File: src/rtl/ins_mem_param.sv
// Parametrised instruction memory: clocked fetch port, runtime loader,
// and a self-sequenced boot that clears the array and installs a default program.
module ins_mem_param #(
  parameter int DATA_W = 32,
  parameter int ADDR_W = 5
) (
  input  logic              clk,
  input  logic              reset,
  input  logic              req,
  input  logic [ADDR_W-1:0] pc,
  input  logic              ld_en,
  input  logic [ADDR_W-1:0] ld_addr,
  input  logic [DATA_W-1:0] ld_data,
  output logic [DATA_W-1:0] instr,
  output logic              instr_valid,
  output logic              busy,
  output logic              ld_err
);

  localparam int DEPTH = 1 << ADDR_W;
  localparam logic [ADDR_W:0] LAST = (ADDR_W+1)'(DEPTH - 1);

  typedef enum logic [1:0] {
    BOOT  = 2'd0,
    READY = 2'd1
  } state_t;

  state_t            state_q, state_d;
  logic [ADDR_W:0]   cnt_q, cnt_d;
  logic [DATA_W-1:0] mem_q [DEPTH];
  logic [DATA_W-1:0] instr_q;
  logic              valid_q;
  logic              err_q;

  logic              we;
  logic              fetch;
  logic [ADDR_W-1:0] waddr;
  logic [DATA_W-1:0] wdata;
  logic [DATA_W-1:0] boot_word;

  always_ff @(posedge clk or posedge reset) begin
    if (reset) begin
      state_q <= BOOT;
      cnt_q   <= '0;
    end else begin
      state_q <= state_d;
      cnt_q   <= cnt_d;
    end
  end

  always_comb begin
    state_d = state_q;
    cnt_d   = cnt_q;
    case (state_q)
      BOOT: begin
        cnt_d = cnt_q + 1'b1;
        if (cnt_q == LAST) state_d = READY;
      end
      READY: ;
      default: begin
        state_d = BOOT;
        cnt_d   = '0;
      end
    endcase
  end

  always_comb begin
    boot_word = '0;
    case (cnt_q)
      'd0: boot_word = DATA_W'(12'h200);
      'd1: boot_word = DATA_W'(12'h201);
      'd2: boot_word = DATA_W'(12'h204);
      'd3: boot_word = DATA_W'(12'h108);
      default: boot_word = '0;
    endcase
  end

  // Array writes are gated by reset so a held reset never disturbs contents.
  always_comb begin
    busy  = (state_q != READY) | ld_en;
    fetch = (state_q == READY) & req & ~ld_en;
    we    = 1'b0;
    waddr = cnt_q[ADDR_W-1:0];
    wdata = boot_word;
    if (state_q == BOOT) begin
      we = ~reset;
    end else if (state_q == READY) begin
      we    = ld_en;
      waddr = ld_addr;
      wdata = ld_data;
    end
  end

  always_ff @(posedge clk) begin
    if (we) mem_q[waddr] <= wdata;
  end

  always_ff @(posedge clk or posedge reset) begin
    if (reset) begin
      instr_q <= '0;
      valid_q <= 1'b0;
      err_q   <= 1'b0;
    end else begin
      valid_q <= fetch;
      err_q   <= (state_q != READY) & ld_en;
      if (fetch) instr_q <= mem_q[pc];
    end
  end

  assign instr       = instr_q;
  assign instr_valid = valid_q;
  assign ld_err      = err_q;

endmodule

File: config.mk
export PLATFORM = sky130hd
export DESIGN_NAME = ins_mem_param
export DESIGN_NICKNAME = d
export VERILOG_FILES = /design/src/rtl/ins_mem_param.sv
export SDC_FILE = /design/constraint.sdc
export NUM_CORES = 1
export LEC_CHECK = 0
export CAP_MARGIN = 20
export CORE_MARGIN = 2
export CORE_UTILIZATION = 30
export CTS_CLUSTER_SIZE = 25
export DETAILED_ROUTE_END_ITERATION = 10
export GPL_TIMING_DRIVEN = 1
export HOLD_SLACK_MARGIN = 0.08
export PLACE_DENSITY_LB_ADDON = 0.15
export SYNTH_ARGS = -nofsm -noshare
export SYNTH_HDL_FRONTEND = slang
export SYNTH_SLANG_ARGS = --single-unit
export TNS_END_PERCENT = 10
File: constraint.sdc
create_clock -name clk -period 7.3 [get_ports clk]
set_input_delay 1.46 -clock clk [delete_from_list [all_inputs] [get_ports clk]]
set_output_delay 1.46 -clock clk [all_outputs]
set_load 0.01 [all_outputs]
=== Yosys cells after proc, flatten, opt, wreduce, memory -nomap -nowiden ===
Memories as Yosys holds them, arrays and structs flattened. A register that Yosys moved wholly into a read port is not among the register bits.
Cells that the tools add are included.

* Register bits: 10
* Bits in writable memories: 1024
* Bits of input ports: 46
* Output and inout bits: 35
* Logic and storage cells: 35
* Memories: 1

{| class="wikitable"
|+ Memory list
! name !! words !! width !! rd ports !! clocked after memory_dff !! wr ports !! line !! text
|-
| mem_q || 32 || 32 || 1 || 1 || 1 || 30 || <nowiki>logic [DATA_W-1:0] mem_q [DEPTH];</nowiki>
|}

* Add/sub/neg operators: 1
* Equality and inequality tests: 7
* Muxes and demuxes: 12
* Bitwise operators: 7
* Reduce and logical (&&, ||, !) cells: 3

{| class="wikitable"
|+ Operators by type and width
! kind !! number
|-
| 2-to-1 mux 32 bit || 2
|-
| case mux 10 bit (4 select lines) || 1
|-
| == test 6 x 2 -> 1 bit (second input constant) || 2
|-
| case mux 6 bit (2 select lines) || 1
|-
| 2-to-1 mux 5 bit || 2
|-
| adder 6 x 1 -> 6 bit (second input constant) || 1
|-
| == test 6 x 1 -> 1 bit (second input constant) || 1
|-
| == test 6 x 5 -> 1 bit (second input constant) || 1
|-
| logical NOT 6 bit || 1
|-
| 2-to-1 mux 1 bit || 4
|-
| case mux 2 bit (2 select lines) || 1
|-
| bitwise AND 1 bit || 3
|-
| NOT 1 bit || 3
|-
| == test 2 x 1 -> 1 bit (second input constant) || 1
|-
| logical NOT 2 bit || 1
|-
| 2-to-1 mux 2 bit || 1
|-
| != test 2 x 1 -> 1 bit (second input constant) || 1
|-
| != test 2 bit (second input constant) || 1
|-
| AND reduction 2 bit || 1
|-
| OR 1 bit || 1
|}

=== Depth between registers and ports, before layout ===
* Depth in word-level cells: 5
* Depth in mapped cells: 8
* Gate-level depth less buffers: 5

=== Worst setup path before layout ===
Ideal clock, no wire load.

* Kind: input-to-reg
* Start: in reset
* End: mem mem_q[10][0], enable pin
* Setup time: 0.421 ns
* Arrival: 3.294 ns
* Required time: 6.879 ns
* Path slack: 3.585 ns
* Cell stages on the path: 3
* Path buffers: 0
* Cells stage by stage: o31ai_1 nand2_1 nor2_1

* Cells in the longest elaborated chain, start to end: 4

{| class="wikitable"
|+ RTL lines
! what !! line !! text
|-
| from (decl) || 8 || <nowiki>input logic reset,</nowiki>
|-
| NOT 1 bit || 86 || <nowiki>we = ~reset;</nowiki>
|-
| 2-to-1 mux 1 bit || 85 || <nowiki>if (state_q == BOOT) begin</nowiki>
|-
| 2-to-1 mux 1 bit || 95 || <nowiki>if (we) mem_q[waddr] <= wdata;</nowiki>
|-
| 2-to-1 mux 1 bit (not written as such) || 95 ||
|-
| to (decl) || 30 ||
|}

No other way between the ends.

=== Worst setup path after layout ===
* Start: in ld_en
* End: out busy

* Cells in the longest elaborated chain, start to end: 1

{| class="wikitable"
|+ RTL lines
! what !! line !! text
|-
| from (decl) || 11 || <nowiki>input logic ld_en,</nowiki>
|-
| OR 1 bit || 80 || <nowiki>busy = (state_q != READY) | ld_en;</nowiki>
|-
| to (decl) || 16 || <nowiki>output logic busy,</nowiki>
|}

No other way between the ends.

==> results_dict.tcl <==
set metrics [dict create \
    status "finished, final reports clean" \
    fin_tns_setup_ns 0 \
    synth-compound-area-share_pct 7.73 \
    drtIter0Drc 1655 \
    grt_start_max_net_pins 87 \
    io_pins 81 \
    drtAntennaViolNets 0 \
    crit_arrival_ns 2.68 \
    post_drt_wl_per_cell_um 26.9 \
    drc 0 \
    syn_avg_cell_area_um2 18.4 \
    synthMuxAreaShare_pct 12.4 \
    relSlewSlack_pct 25.6 \
    r2r_end "mem_q[11][17]" \
    crit_type "input pin to output pin" \
    p_leak_uw 0.0168 \
    insertion_delay_ns 0.73 \
    rsz0062_at_grt "no" \
    hold_viol_final 0 \
    r2r_slack_ns 3.24 \
    dp_hpwl_um 68200 \
    final_util_pct 35.7 \
    via_per_inst 5.00 \
    grt_pass1_vias 22153 \
    numClockSinks 1065 \
    fmax_ghz 0.242 \
    die_x_um 377 \
    drive_gt1_share_pct 14.0 \
    r2r-start "state_q[0]" \
    synth_fa_ha_area_share_pct 0.120 \
    first_pass_iters 5 \
    setup_violations 0 \
    clk_pin_slew_ns 0.05 \
    maxCapViolations 0 \
    holdPathStages 2 \
    grt_use_total_pct 16.3 \
    tightest_slew_ns 1.11 \
    core-area_um2 138000 \
    postCtsHoldBufs 0 \
    overflow 0 \
    synthSimpleGateAreaFrac_pct 1.51 \
    die-area_um2 142000 \
    cts_buffers 114 \
    layout_commonest_cell "edfxtp_1" \
    postCtsResizedCells 0 \
    synth_warnings 0 \
    ff2ff_path_depth 6 \
    period_needed_ns 4.14 \
    min_path_type "flip-flop to flip-flop" \
    required_ns 5.84 \
    yosysUniqueCellTypes 39 \
    slew_violations 0 \
    hold_end "instr[10]" \
    wl_um 116000 \
    io_buffer_count 80 \
    worstSetupStartpointType "input pin" \
    cts_tree "built" \
    antenna_found_initial 5 \
    final_cell_mix "edfxtp_1, mux2i_1, a22oi_1, clkbuf_16, clkdlybuf4s50_1" \
    gp_congestion 0.739 \
    ys_seq_elements 1065 \
    htreeDepth 3 \
    synth_top_family_by_area "multiplexers" \
    die_h_um 377 \
    hp-start "instr[10]" \
    end_kind "output pin" \
    dr_total_vias 21593 \
    mappedNetlistArea_um2 41700 \
    path_max_fanout 5 \
    cts-root-buf "clkbuf_16" \
    rows 136 \
    ys_seq_area_share_pct 76.1 \
    final_nets 2478 \
    clock_path_buffers 3 \
    power.density_nw_per_um2 272 \
    post-cts-setup-buffer-count 0 \
    diodes 0 \
    ir_drop_mv 0.199 \
    synthXorXnorAreaFrac_pct 0.105 \
    finalCritPeriodShare_pct 56.7 \
    grt_pass1_wl_um 165000 \
    start_util_pct 30.3 \
    syn_to_final_growth_pct 17.7 \
    synth.net_count 2321 \
    synthCells 2271 \
    fin_skew_ns 0.0411 \
]
## where the power goes
part / internal (uW) / switching [uW]
Sequential: 6750 / 37.3
Clock: 3370 / 2390
Combinational: 295 / 509
## worst max path at each step
stage	slack (ns)	startpoint	cells after the start	to
after floorplan	3.59	reset	3	mem_q[10][0]
after global placement	2.42	reset	4	mem_q[30][19]
after detailed placement	2.49	reset	5	mem_q[11][23]
after CTS	3.12	state_q[0]	3	busy
after global routing	3.06	state_q[0]	6	mem_q[10][30]
final	3.16	ld_en	3	busy
## per-stage QoR
stage / area [um2] / instances / hold slack, ns / power, uW / setup slack [ns]
floorplan: 41700 / 2271 / 0.468 / 7350 / 3.59
global placement: 45000 / 4088 / 0.470 / 7710 / 2.42
detailed placement: 45300 / 4101 / 0.475 / 7730 / 2.49
CTS: 49000 / 4317 / 0.488 / 13500 / 3.12
global route: 49100 / 4322 / 0.502 / 13800 / 3.06
finish: 49100 / 4322 / 0.483 / 13300 / 3.16
## worst max-delay path, stage by stage
cell and delay [ns]:
clkdlybuf4s50_1 0.53, nand2b_1 0.12, clkdlybuf4s50_1 0.56
## final cells by class
type                            instances  area [um2]
Inverter                                6        22.5
Fill cell                           12866       88700
Timing Repair Buffer                  182        1970
Sequential cell                      1065       31800
Tap cell                             1794        2240
Clock inverter                         69         641
Clock buffer                          147        3090
Multi-Input combinational cell       1059        9390
## layer usage
| layer | global-route usage [%] | vias to the layer above | share of wire (%) |
|---|---|---|---|
| met5 | 0 | - | 0.016 |
| met4 | 4.63 | 2 | 2.2 |
| met1 | 22.9 | 11288 | 46 |
| li1 | - | 9546 | - |
| met3 | 3.39 | 157 | 5.7 |
| met2 | 25.5 | 600 | 46 |
## kinds of logic (layout without fill, tap and decap cells)
logic type	count (synthesis)	in the layout
xor+xnor	5	5
compound gates	397	397
simple gates	138	138
mux	515	515
flops	1065	1065
buf+inv	147	404
fa+ha+maj	4	4
## flip-flops by register name, summed over array words and instances, names as in the netlist
name and count:
instr_valid 1, instr 32, mem_q 1024, state_q 1, cnt_q 6, ld_err 1
## Yosys cell counts, drive strengths merged
master | number | area share [%]
nor2b | 4 | 0.060
and3 | 1 | 0.015
inv | 6 | 0.054
or2 | 1 | 0.015
o21ai | 4 | 0.048
a21o | 1 | 0.018
o21bai | 1 | 0.018
a22oi | 128 | 2.3
buf | 65 | 1.3
a22o | 64 | 1.3
o41ai | 32 | 1.2
o32ai | 2 | 0.042
dfrtp | 41 | 2.5
o22ai | 33 | 0.49
xnor2 | 4 | 0.084
edfxtp | 1024 | 74
nand2 | 58 | 0.52
a221oi | 64 | 1.4
o31ai | 3 | 0.054
ha | 4 | 0.12
nand2b | 4 | 0.060
a21oi | 65 | 0.78
and2 | 28 | 0.42
nor2 | 35 | 0.31
clkbuf | 76 | 0.75
mux2 | 2 | 0.054
xor2 | 1 | 0.021
nand3b | 2 | 0.036
nor4 | 1 | 0.015
nand4 | 1 | 0.015
nand3 | 3 | 0.036
mux2i | 513 | 12
(Power assumes the default switching activity.)
